**src/rtl/b_resp_tracker_if.sv**
```systemverilog
// rtl/b_resp_tracker_if.sv - handshake and status bundle for the write-response tracker
//
// Purpose: groups the write-issue, AXI B channel, hazard and status signals.
// Ports (as seen from the tracker, modport slave):
//   in : wr_issue, wr_issue_addr[31:0], wr_issue_id[1:0]  completed AW+W write
//   in : bid[3:0], bresp[1:0], bvalid                     AXI B channel
//   out: bready                                           AXI B channel ready
//   out: wr_data_ok, wr_data_ok_id[1:0]                   completion pulse to requester
//   in : rd_check_addr[31:0]; out: rd_hazard              read-after-write check
//   out: wr_full, wr_err, outstanding[PTR_W:0]            status
// modport master is the driving side (issue stage, interconnect, read path).
interface b_resp_tracker_if #(
  parameter int PTR_W = 2
);
  logic             wr_issue;
  logic [31:0]      wr_issue_addr;
  logic [1:0]       wr_issue_id;
  logic             wr_full;
  logic [3:0]       bid;
  logic [1:0]       bresp;
  logic             bvalid;
  logic             bready;
  logic             wr_data_ok;
  logic [1:0]       wr_data_ok_id;
  logic [31:0]      rd_check_addr;
  logic             rd_hazard;
  logic             wr_err;
  logic [PTR_W:0]   outstanding;

  modport slave (
    input  wr_issue, wr_issue_addr, wr_issue_id,
    input  bid, bresp, bvalid,
    input  rd_check_addr,
    output wr_full, bready, wr_data_ok, wr_data_ok_id,
    output rd_hazard, wr_err, outstanding
  );

  modport master (
    output wr_issue, wr_issue_addr, wr_issue_id,
    output bid, bresp, bvalid,
    output rd_check_addr,
    input  wr_full, bready, wr_data_ok, wr_data_ok_id,
    input  rd_hazard, wr_err, outstanding
  );
endinterface

```
**src/rtl/b_resp_tracker.sv**
```systemverilog
// rtl/b_resp_tracker.sv - in-order AXI write-response tracker with RAW hazard check
//
// Purpose: records each write that completed AW and W, accepts its B response
// in order, pulses wr_data_ok one cycle after the B handshake, and reports
// read-after-write hazards, full status and sticky error status.
// Ports:
//   clk     : clock
//   resetn  : synchronous active-low reset
//   bus     : b_resp_tracker_if.slave (issue, B channel, hazard, status)
module b_resp_tracker #(
  parameter int DEPTH = 4,
  parameter int PTR_W = 2
) (
  input  logic               clk,
  input  logic               resetn,
  b_resp_tracker_if.slave    bus
);

  localparam logic [PTR_W:0] FULL_CNT = (PTR_W + 1)'(DEPTH);

  typedef enum logic [1:0] {
    ST_EMPTY,
    ST_PENDING,
    ST_FULL
  } state_t;

  logic [PTR_W-1:0] head;
  logic [PTR_W-1:0] tail;
  logic [PTR_W:0]   count;
  logic [PTR_W:0]   count_nxt;
  state_t           state;

  logic [DEPTH-1:0] ent_valid;
  logic [29:0]      ent_addr [DEPTH];
  logic [1:0]       ent_id   [DEPTH];

  logic             push;
  logic             pop;
  logic             data_ok_q;
  logic [1:0]       data_ok_id_q;
  logic             err_q;
  logic             hazard;
  logic             unused_bits;

  // The occupancy count is the state register; the state is a decode of it.
  always_comb begin
    state     = ST_PENDING;
    pop       = 1'b0;
    push      = 1'b0;
    count_nxt = count;
    if (count == '0) begin
      state = ST_EMPTY;
    end else if (count == FULL_CNT) begin
      state = ST_FULL;
    end
    pop = bus.bvalid && (state != ST_EMPTY);
    // A pop in FULL frees the slot the same-cycle push lands in.
    push = bus.wr_issue && ((state != ST_FULL) || pop);
    if (push && !pop) begin
      count_nxt = count + 1'b1;
    end else if (pop && !push) begin
      count_nxt = count - 1'b1;
    end
  end

  always_ff @(posedge clk) begin
    if (!resetn) begin
      head         <= '0;
      tail         <= '0;
      count        <= '0;
      ent_valid    <= '0;
      data_ok_q    <= 1'b0;
      data_ok_id_q <= 2'b00;
      err_q        <= 1'b0;
    end else begin
      count     <= count_nxt;
      data_ok_q <= pop;
      if (pop) begin
        ent_valid[head] <= 1'b0;
        head            <= head + 1'b1;
        data_ok_id_q    <= ent_id[head];
        if (bus.bresp[1]) begin
          err_q <= 1'b1;
        end
      end
      // Placed after the pop clear so a full-state push/pop on the same slot stays valid.
      if (push) begin
        ent_valid[tail] <= 1'b1;
        tail            <= tail + 1'b1;
      end
    end
  end

  // Payload needs no reset; it is qualified by ent_valid.
  always_ff @(posedge clk) begin
    if (push) begin
      ent_addr[tail] <= bus.wr_issue_addr[31:2];
      ent_id[tail]   <= bus.wr_issue_id;
    end
  end

  always_comb begin
    hazard = 1'b0;
    for (int i = 0; i < DEPTH; i++) begin
      if (ent_valid[i] && (ent_addr[i] == bus.rd_check_addr[31:2])) begin
        hazard = 1'b1;
      end
    end
  end

  // All responses carry the same AXI id and return in order, so bid is not needed.
  assign unused_bits = ^{bus.bid, bus.bresp[0], bus.wr_issue_addr[1:0], bus.rd_check_addr[1:0]};

  assign bus.bready        = (state != ST_EMPTY);
  assign bus.wr_full       = (state == ST_FULL);
  assign bus.outstanding   = count;
  assign bus.wr_data_ok    = data_ok_q;
  assign bus.wr_data_ok_id = data_ok_id_q;
  assign bus.wr_err        = err_q;
  assign bus.rd_hazard     = hazard;

endmodule

```
**src/flat_wrapper.sv**
```systemverilog
// flat-port wrapper written by rule: the top's interface ports become plain ports
module b_resp_tracker_flat 
#(
  parameter int DEPTH = 4,
  parameter int PTR_W = 2
)
  (clk, resetn, bus_wr_issue, bus_wr_issue_addr, bus_wr_issue_id, bus_bid, bus_bresp, bus_bvalid, bus_rd_check_addr, bus_wr_full, bus_bready, bus_wr_data_ok, bus_wr_data_ok_id, bus_rd_hazard, bus_wr_err, bus_outstanding);
  b_resp_tracker_if #(.PTR_W(PTR_W)) bus_i ();
  input  logic clk;
  input  logic resetn;
  input wire logic [$bits(bus_i.wr_issue)-1:0] bus_wr_issue;
  input wire logic [$bits(bus_i.wr_issue_addr)-1:0] bus_wr_issue_addr;
  input wire logic [$bits(bus_i.wr_issue_id)-1:0] bus_wr_issue_id;
  input wire logic [$bits(bus_i.bid)-1:0] bus_bid;
  input wire logic [$bits(bus_i.bresp)-1:0] bus_bresp;
  input wire logic [$bits(bus_i.bvalid)-1:0] bus_bvalid;
  input wire logic [$bits(bus_i.rd_check_addr)-1:0] bus_rd_check_addr;
  output wire logic [$bits(bus_i.wr_full)-1:0] bus_wr_full;
  output wire logic [$bits(bus_i.bready)-1:0] bus_bready;
  output wire logic [$bits(bus_i.wr_data_ok)-1:0] bus_wr_data_ok;
  output wire logic [$bits(bus_i.wr_data_ok_id)-1:0] bus_wr_data_ok_id;
  output wire logic [$bits(bus_i.rd_hazard)-1:0] bus_rd_hazard;
  output wire logic [$bits(bus_i.wr_err)-1:0] bus_wr_err;
  output wire logic [$bits(bus_i.outstanding)-1:0] bus_outstanding;
  assign bus_i.wr_issue = bus_wr_issue;
  assign bus_i.wr_issue_addr = bus_wr_issue_addr;
  assign bus_i.wr_issue_id = bus_wr_issue_id;
  assign bus_i.bid = bus_bid;
  assign bus_i.bresp = bus_bresp;
  assign bus_i.bvalid = bus_bvalid;
  assign bus_i.rd_check_addr = bus_rd_check_addr;
  assign bus_wr_full = bus_i.wr_full;
  assign bus_bready = bus_i.bready;
  assign bus_wr_data_ok = bus_i.wr_data_ok;
  assign bus_wr_data_ok_id = bus_i.wr_data_ok_id;
  assign bus_rd_hazard = bus_i.rd_hazard;
  assign bus_wr_err = bus_i.wr_err;
  assign bus_outstanding = bus_i.outstanding;
  b_resp_tracker #(.DEPTH(DEPTH), .PTR_W(PTR_W)) u_core (.clk(clk), .resetn(resetn), .bus(bus_i));
endmodule
```
**config.mk**
```make
export PLATFORM = sky130hd
export DESIGN_NAME = b_resp_tracker_flat
export DESIGN_NICKNAME = d
export VERILOG_FILES = /design/src/rtl/b_resp_tracker_if.sv /design/src/rtl/b_resp_tracker.sv /design/src/flat_wrapper.sv
export SDC_FILE = /design/constraint.sdc
export NUM_CORES = 1
export LEC_CHECK = 0
export ABC_AREA = 1
export CAP_MARGIN = 0
export CORE_MARGIN = 5
export CORE_UTILIZATION = 30
export DETAILED_ROUTE_END_ITERATION = 7
export GPL_TIMING_DRIVEN = 0
export PLACE_DENSITY = 0.56
export SYNTH_ARGS = -nofsm -noshare
export SYNTH_HDL_FRONTEND = slang
export SYNTH_SLANG_ARGS = --single-unit
```
**constraint.sdc**
```tcl
create_clock -name clk -period 2.9 [get_ports clk]
set_input_delay 0.58 -clock clk [delete_from_list [all_inputs] [get_ports clk]]
set_output_delay 0.58 -clock clk [all_outputs]
set_load 0.02 [all_outputs]
```
==> flow_summary.json, run 1 <==
{
  "status": "finished, final reports clean",
  "synth_cell_types": 21,
  "place.gp.congestion": 0.840,
  "synth_warnings": 0,
  "whs_ns": 0.477,
  "worst_pin_slew_ns": 0.888,
  "synth_largest_area_cell": "edfxtp_1",
  "syn-cell-area_um2": 6760,
  "antenna_cells": 0,
  "io_buffers": 76,
  "cp.required_ns": 2.32,
  "crit_type": "input pin to output port",
  "clock-sinks": 143,
  "drt_iter0_markers": 274,
  "final_core_util": 0.380,
  "postSynthAreaPerCell_um2": 8.76,
  "crit_chain": "clkdlybuf4s50_1, nand2_1, nand2_1, nor2_1, nand2_1, nor2_1, nand2_1, nor2_1, nor2_1, nand2_1, buf_2",
  "maxCapViolCount": 0,
  "critical_path.max_fanout": 5,
  "max-vdd-ir-drop_uv": 314,
  "start_util": 0.301,
  "area_delta_synth_final_pct": 26.1,
  "p_total_uw": 5780,
  "drive_gt1_frac": 0.0808,
  "cellLeakagePower_uw": 0.00385,
  "p_per_area_nw_per_um2": 678,
  "cts_setup_buffers": 0,
  "ctsHoldBuffers": 0,
  "fp-row-count": 55,
  "die-area_um2": 25600,
  "worst-path-buf-inv": 2,
  "grt_remaining_overflow": 0,
  "max_stage_delay_ns": 0.51,
  "wl_met1_um": 7950,
  "max_freq_ghz": 0.357,
  "clkTransAtPathRegs_ns": 0.06,
  "endpoint_kind": "output port",
  "drc": 0,
  "hold_viol": 0,
  "min-delay-path-class": "register to register",
  "cts_root_buf": "clkbuf_16",
  "slew_violations": 0,
  "firstDrtPassIters": 4,
  "post-route-min-period_ns": 2.80,
  "grt_pass1_wl_um": 27100,
  "startpoint_type": "input pin",
  "relSlewSlack": 0.407,
  "dieWidth_um": 160,
  "wl_per_cell_um": 14.9,
  "finalSetupTns_ns": 0,
  "nets": 952,
  "cts_max_level": 4,
  "grt_max_degree": 33,
  "dpl-instance-area_um2": 7870,
  "final_common_cell": "nand2_1",
  "dp_hpwl_um": 12800,
  "finalSetupViolCount": 0,
  "critical_path.top_delay_family": "simple AND/OR/NAND/NOR gates",
  "rsz0062_at_grt": "false",
  "num_io_pins": 86,
  "antenna_found_initial": 1,
  "core_um2": 22400,
  "routed_via_density": 4.32,
  "crit_top_cell": "nand2_1",
  "finalCritPeriodShare": 0.967,
  "syn-num-nets": 857,
  "layout_common_cells": "nand2_1, edfxtp_1, inv_1",
  "synth_top_area_share": 0.569,
  "top_layer_used": "met5",
  "wl_um": 17300,
  "clock_skew_ns": 0.00682,
  "synth_area_leaders": "edfxtp_1, nand2_1, inv_1, nor2_1, dfxtp_1",
  "first_global_vias": 5004,
  "met3_length_um": 868,
  "insertion_delay_ns": 0.42,
  "cp_slowest_cell": "clkdlybuf4s50_1",
  "final_area_um2": 8520,
  "wl_met2_um": 8180,
  "detail-route-antenna-nets": 0,
  "ys_seq_area_frac": 0.613,
  "grt_usage": 0.139,
  "synth_cells": 771,
  "clock_path_buffers": 2,
  "fp.dieH_um": 160,
  "cts_tree": "yes",
  "ys_ff_latch": 143,
  "critPathArrivalTime_ns": 2.22,
  "cts-buffers-inserted": 17,
  "num_vias": 5029
}
## worst paths after layout
check,startpoint,endpoint,slack (ns),depth (start not counted)
max,bus_rd_check_addr[22],bus_rd_hazard,0.1,11
min,u_core.ent_valid[1]$_SDFF_PN0_,u_core.ent_valid[1]$_SDFF_PN0_,0.48,2
max reg2reg,u_core.bus.outstanding[0]$_SDFFE_PN0P_,u_core.ent_addr[2][15]$_DFFE_PP_,0.79,8
min reg2reg,u_core.ent_valid[1]$_SDFF_PN0_,u_core.ent_valid[1]$_SDFF_PN0_,0.48,2
## Yosys cell counts
cell        n
fa_1        1
a21oi_1    11
inv_1     113
ha_1        9
a31oi_1     2
nor3_1      1
clkbuf_1    1
dfxtp_1    15
o21ai_1    10
inv_2      22
nand3_2     1
nor2_2      2
edfxtp_1  128
nand2_1   312
nand2_2     2
xnor2_1     8
xor2_1      4
o21ai_0    33
nand3_1     4
a22o_1      1
nor2_1     91
## tightest hold or removal path: cells and delay by family, from the launching register on
kind            cells  cell delay, ns
simple gates        1            0.06
compound gates      1            0.05
flops               1            0.32
## stage by stage
step	std cells	worst slack [ns]
2_1_floorplan	771	0.581
3_3_place_gp	1132	-0.478
3_5_place_dp	1132	-0.503
4_1_cts	1164	0.0922
5_1_grt	1164	0.000723
6_report	1164	0.0957
## sequential cells by signal (all words and copies together), names as in the netlist
name and flops:
u_core.bus.outstanding 3, u_core.bus.wr_data_ok 1, u_core.tail 2, u_core.bus.wr_data_ok_id 2
u_core.head 2, u_core.bus.wr_err 1, u_core.ent_addr 120, u_core.ent_id 8
u_core.ent_valid 4
## power by group
| group | switching (µW) | total [µW] | internal (µW) |
|---|---|---|---|
| clock network | 819 | 2170 | 1350 |
| logic | 627 | 992 | 365 |
| registers | 114 | 2620 | 2500 |
| total | 1560 | 5780 | 4220 |
## kinds of logic after synthesis
kind of cell | after synthesis | synth area share
fa+ha+maj | 10 | 0.0196
compound gates | 57 | 0.0431
flops | 143 | 0.613
simple gates | 413 | 0.233
buf+inv | 136 | 0.0756
xor+xnor | 12 | 0.0156
## cell type report
cell class,instances,area (µm²)
buffer,1,3.75
clock buffer,27,568
clock inverter,5,35.0
tap,285,357
timing repair buffer,76,785
sequential,143,4140
fill,2262,13900
inverter,135,507
multi-input combinational,492,2120
## metal layers
layer  track usage  vias up
li1              -     2592
met1         0.182     2287
met2         0.226      119
met3        0.0369       29
met4        0.0458        2
met5             0        -
## timing repair
item	4_1_cts	5_1_grt
endpoints found under the setup margin	1	1
pin swaps	0	0
resized for setup	15	20
Note: power is estimated with default switching activity, not from simulation.
==> inputs of run 2 (changes only) <==
CAP_MARGIN = 20   (was 0)
GPL_TIMING_DRIVEN = not set   (was 0)
==> flow_summary.json, run 2 (synthesized netlist as in run 1, its figures left out) <==
{
  "switching_share": 0.267,
  "drive_gt1_frac": 0.0972,
  "pwr-share-comb": 0.178,
  "insertion_delay_ns": 0.42,
  "clkPwrFrac": 0.378,
  "grt_remaining_overflow": 0,
  "cellLeakagePower_uw": 0.00392,
  "maxCapViolCount": 0,
  "first_global_vias": 5188,
  "final_area_um2": 8750,
  "post-route-min-period_ns": 2.78,
  "hold_depth": 2,
  "cp_slowest_cell": "clkdlybuf4s50_1",
  "clock-sinks": 143,
  "seqPwrFrac": 0.444,
  "cts_tree": "yes",
  "p_per_area_nw_per_um2": 673,
  "cts_root_buf": "clkbuf_16",
  "dp_hpwl_um": 13200,
  "cp.required_ns": 2.32,
  "finalSetupViolCount": 0,
  "rrSetupSlack_ns": 0.86,
  "drt_iter0_markers": 376,
  "worst-path-buf-inv": 4,
  "antenna_cells": 0,
  "num_io_pins": 86,
  "hold_path_end": "u_core.ent_valid[3]$_SDFF_PN0_",
  "place.gp.congestion": 0.830,
  "die-area_um2": 25600,
  "core_um2": 22400,
  "critPathArrivalTime_ns": 2.20,
  "largest_reg_flops": 120,
  "status": "finished, final reports clean",
  "place_inst": 1158,
  "slew_violations": 0,
  "routed_via_density": 4.31,
  "final_common_cell": "nand2_1",
  "endpoint_kind": "output port",
  "critical_path.top_delay_family": "buffers and inverters",
  "reg2reg_from": "u_core.bus.outstanding[0]$_SDFFE_PN0P_",
  "dpl-instance-area_um2": 8120,
  "antenna_found_initial": 0,
  "grt_max_degree": 33,
  "cts_max_level": 4,
  "detail-route-antenna-nets": 0,
  "cts-buffers-inserted": 17,
  "nets": 978,
  "max_freq_ghz": 0.359,
  "worst_pin_slew_ns": 0.360,
  "cts_setup_buffers": 0,
  "max_stage_delay_ns": 0.53,
  "drc": 0,
  "area_delta_synth_final_pct": 29.5,
  "clock_skew_ns": 0.00582,
  "relSlewSlack": 0.759,
  "stdcell_count": 1190,
  "largestRegisters": "u_core.ent_addr x120, u_core.ent_id x8, u_core.ent_valid x4",
  "grt_pass1_wl_um": 27400,
  "firstDrtPassIters": 5,
  "intPower_uw": 4320,
  "min-delay-path-class": "register to register",
  "wl_per_cell_um": 14.7,
  "dieWidth_um": 160,
  "layout_common_cells": "nand2_1, edfxtp_1, inv_1",
  "finalCritPeriodShare": 0.960,
  "clock_path_buffers": 2,
  "final_core_util": 0.390,
  "fp-row-count": 55,
  "rsz0062_at_grt": "false",
  "clkTransAtPathRegs_ns": 0.06,
  "r2r-end": "u_core.bus.outstanding[2]$_SDFFE_PN0P_",
  "hold_viol": 0,
  "largest-register": "u_core.ent_addr",
  "whs_ns": 0.482,
  "crit_chain": "clkdlybuf4s50_1, inv_2, buf_4, o21ai_0, nor2_1, nand2_1, nor2_2, nand2_1, nor2_1, nor2_1, nand2_1, buf_4",
  "reg2reg_depth": 14,
  "grt_usage": 0.141,
  "crit_type": "input pin to output port",
  "wl_um": 17500,
  "min_from": "u_core.ent_valid[3]$_SDFF_PN0_",
  "fp.dieH_um": 160,
  "max-vdd-ir-drop_uv": 459,
  "num_vias": 5130,
  "critical_path.max_fanout": 5,
  "start_util": 0.301,
  "io_buffers": 76,
  "p_sw_uw": 1570,
  "startpoint_type": "input pin"
}
run 2: cell count changes in the layout (fill, tap and decap cells not counted), moves of 2 or more:
cell / delta
nor2_2: -3
clkinv_2: +2
clkdlybuf4s50_1: +12
dlymetal6s2s_1: -9
buf_12: +4
inv_1: +7
buf_4: +24
inv_2: -7
clkbuf_1: -3
dlygate4sd2_1: -3
nor2_1: +3
run 2: final cells by class:
type | instances | area, µm²
Inverter | 135 | 507
Multi-Input combinational cell | 492 | 2100
Timing Repair Buffer | 103 | 1020
Fill cell | 2279 | 13700
Tap cell | 285 | 357
Sequential cell | 143 | 4140
Clock buffer | 25 | 549
Clock inverter | 7 | 66.3
run 2: worst reg2reg max path: cells and delay by family (launching register included):
family,cells,cell delay (ns)
fa+ha+maj,2,0.53
compound gates,2,0.19
flops,1,0.40
buf+inv,3,0.26
simple gates,7,0.60
run 2: power groups by stage:
stage	Combinational, µW	Sequential [µW]	Clock, µW
floorplan	528	2670	0
CTS	1070	2610	2260
finish	1050	2610	2230
global route	1180	2640	2360
detailed placement	1060	2650	0
global placement	1050	2650	0
run 2: worst max path at each step:
stage                                                 from                                     end  slack [ns]  depth (start not counted)
floorplan           u_core.bus.outstanding[2]$_SDFFE_PN0P_  u_core.bus.outstanding[1]$_SDFFE_PN0P_        0.58                         10
global placement                     bus_rd_check_addr[16]                           bus_rd_hazard       -0.39                         12
detailed placement                   bus_rd_check_addr[16]                           bus_rd_hazard       -0.40                         12
CTS                                   bus_rd_check_addr[7]                           bus_rd_hazard        0.09                         12
global route                          bus_rd_check_addr[8]                           bus_rd_hazard       0.005                         12
finish                               bus_rd_check_addr[12]                           bus_rd_hazard        0.12                         12
run 2: what timing repair did:
action | CTS | global route
pin swaps | 0 | 1
resized for setup | 8 | 9
setup endpoints to repair | 1 | 1
hold buffers | 0 | 0
run 2: through the flow:
step	setup TNS [ns]	total power (µW)	setup WS, ns
3_3_place_gp	-0.391	3700	-0.391
6_report	0	5890	0.117
2_1_floorplan	0	3200	0.581
5_1_grt	0	6180	0.00503
3_5_place_dp	-0.395	3720	-0.395
4_1_cts	0	5940	0.0914
run 2: routing by layer:
| metal | up-vias | track usage | share of wire |
|---|---|---|---|
| met2 | 102 | 0.234 | 0.48 |
| met5 | - | 0 | 0 |
| li1 | 2646 | - | - |
| met3 | 19 | 0.0305 | 0.045 |
| met1 | 2363 | 0.183 | 0.46 |
| met4 | 0 | 0.0473 | 0.015 |
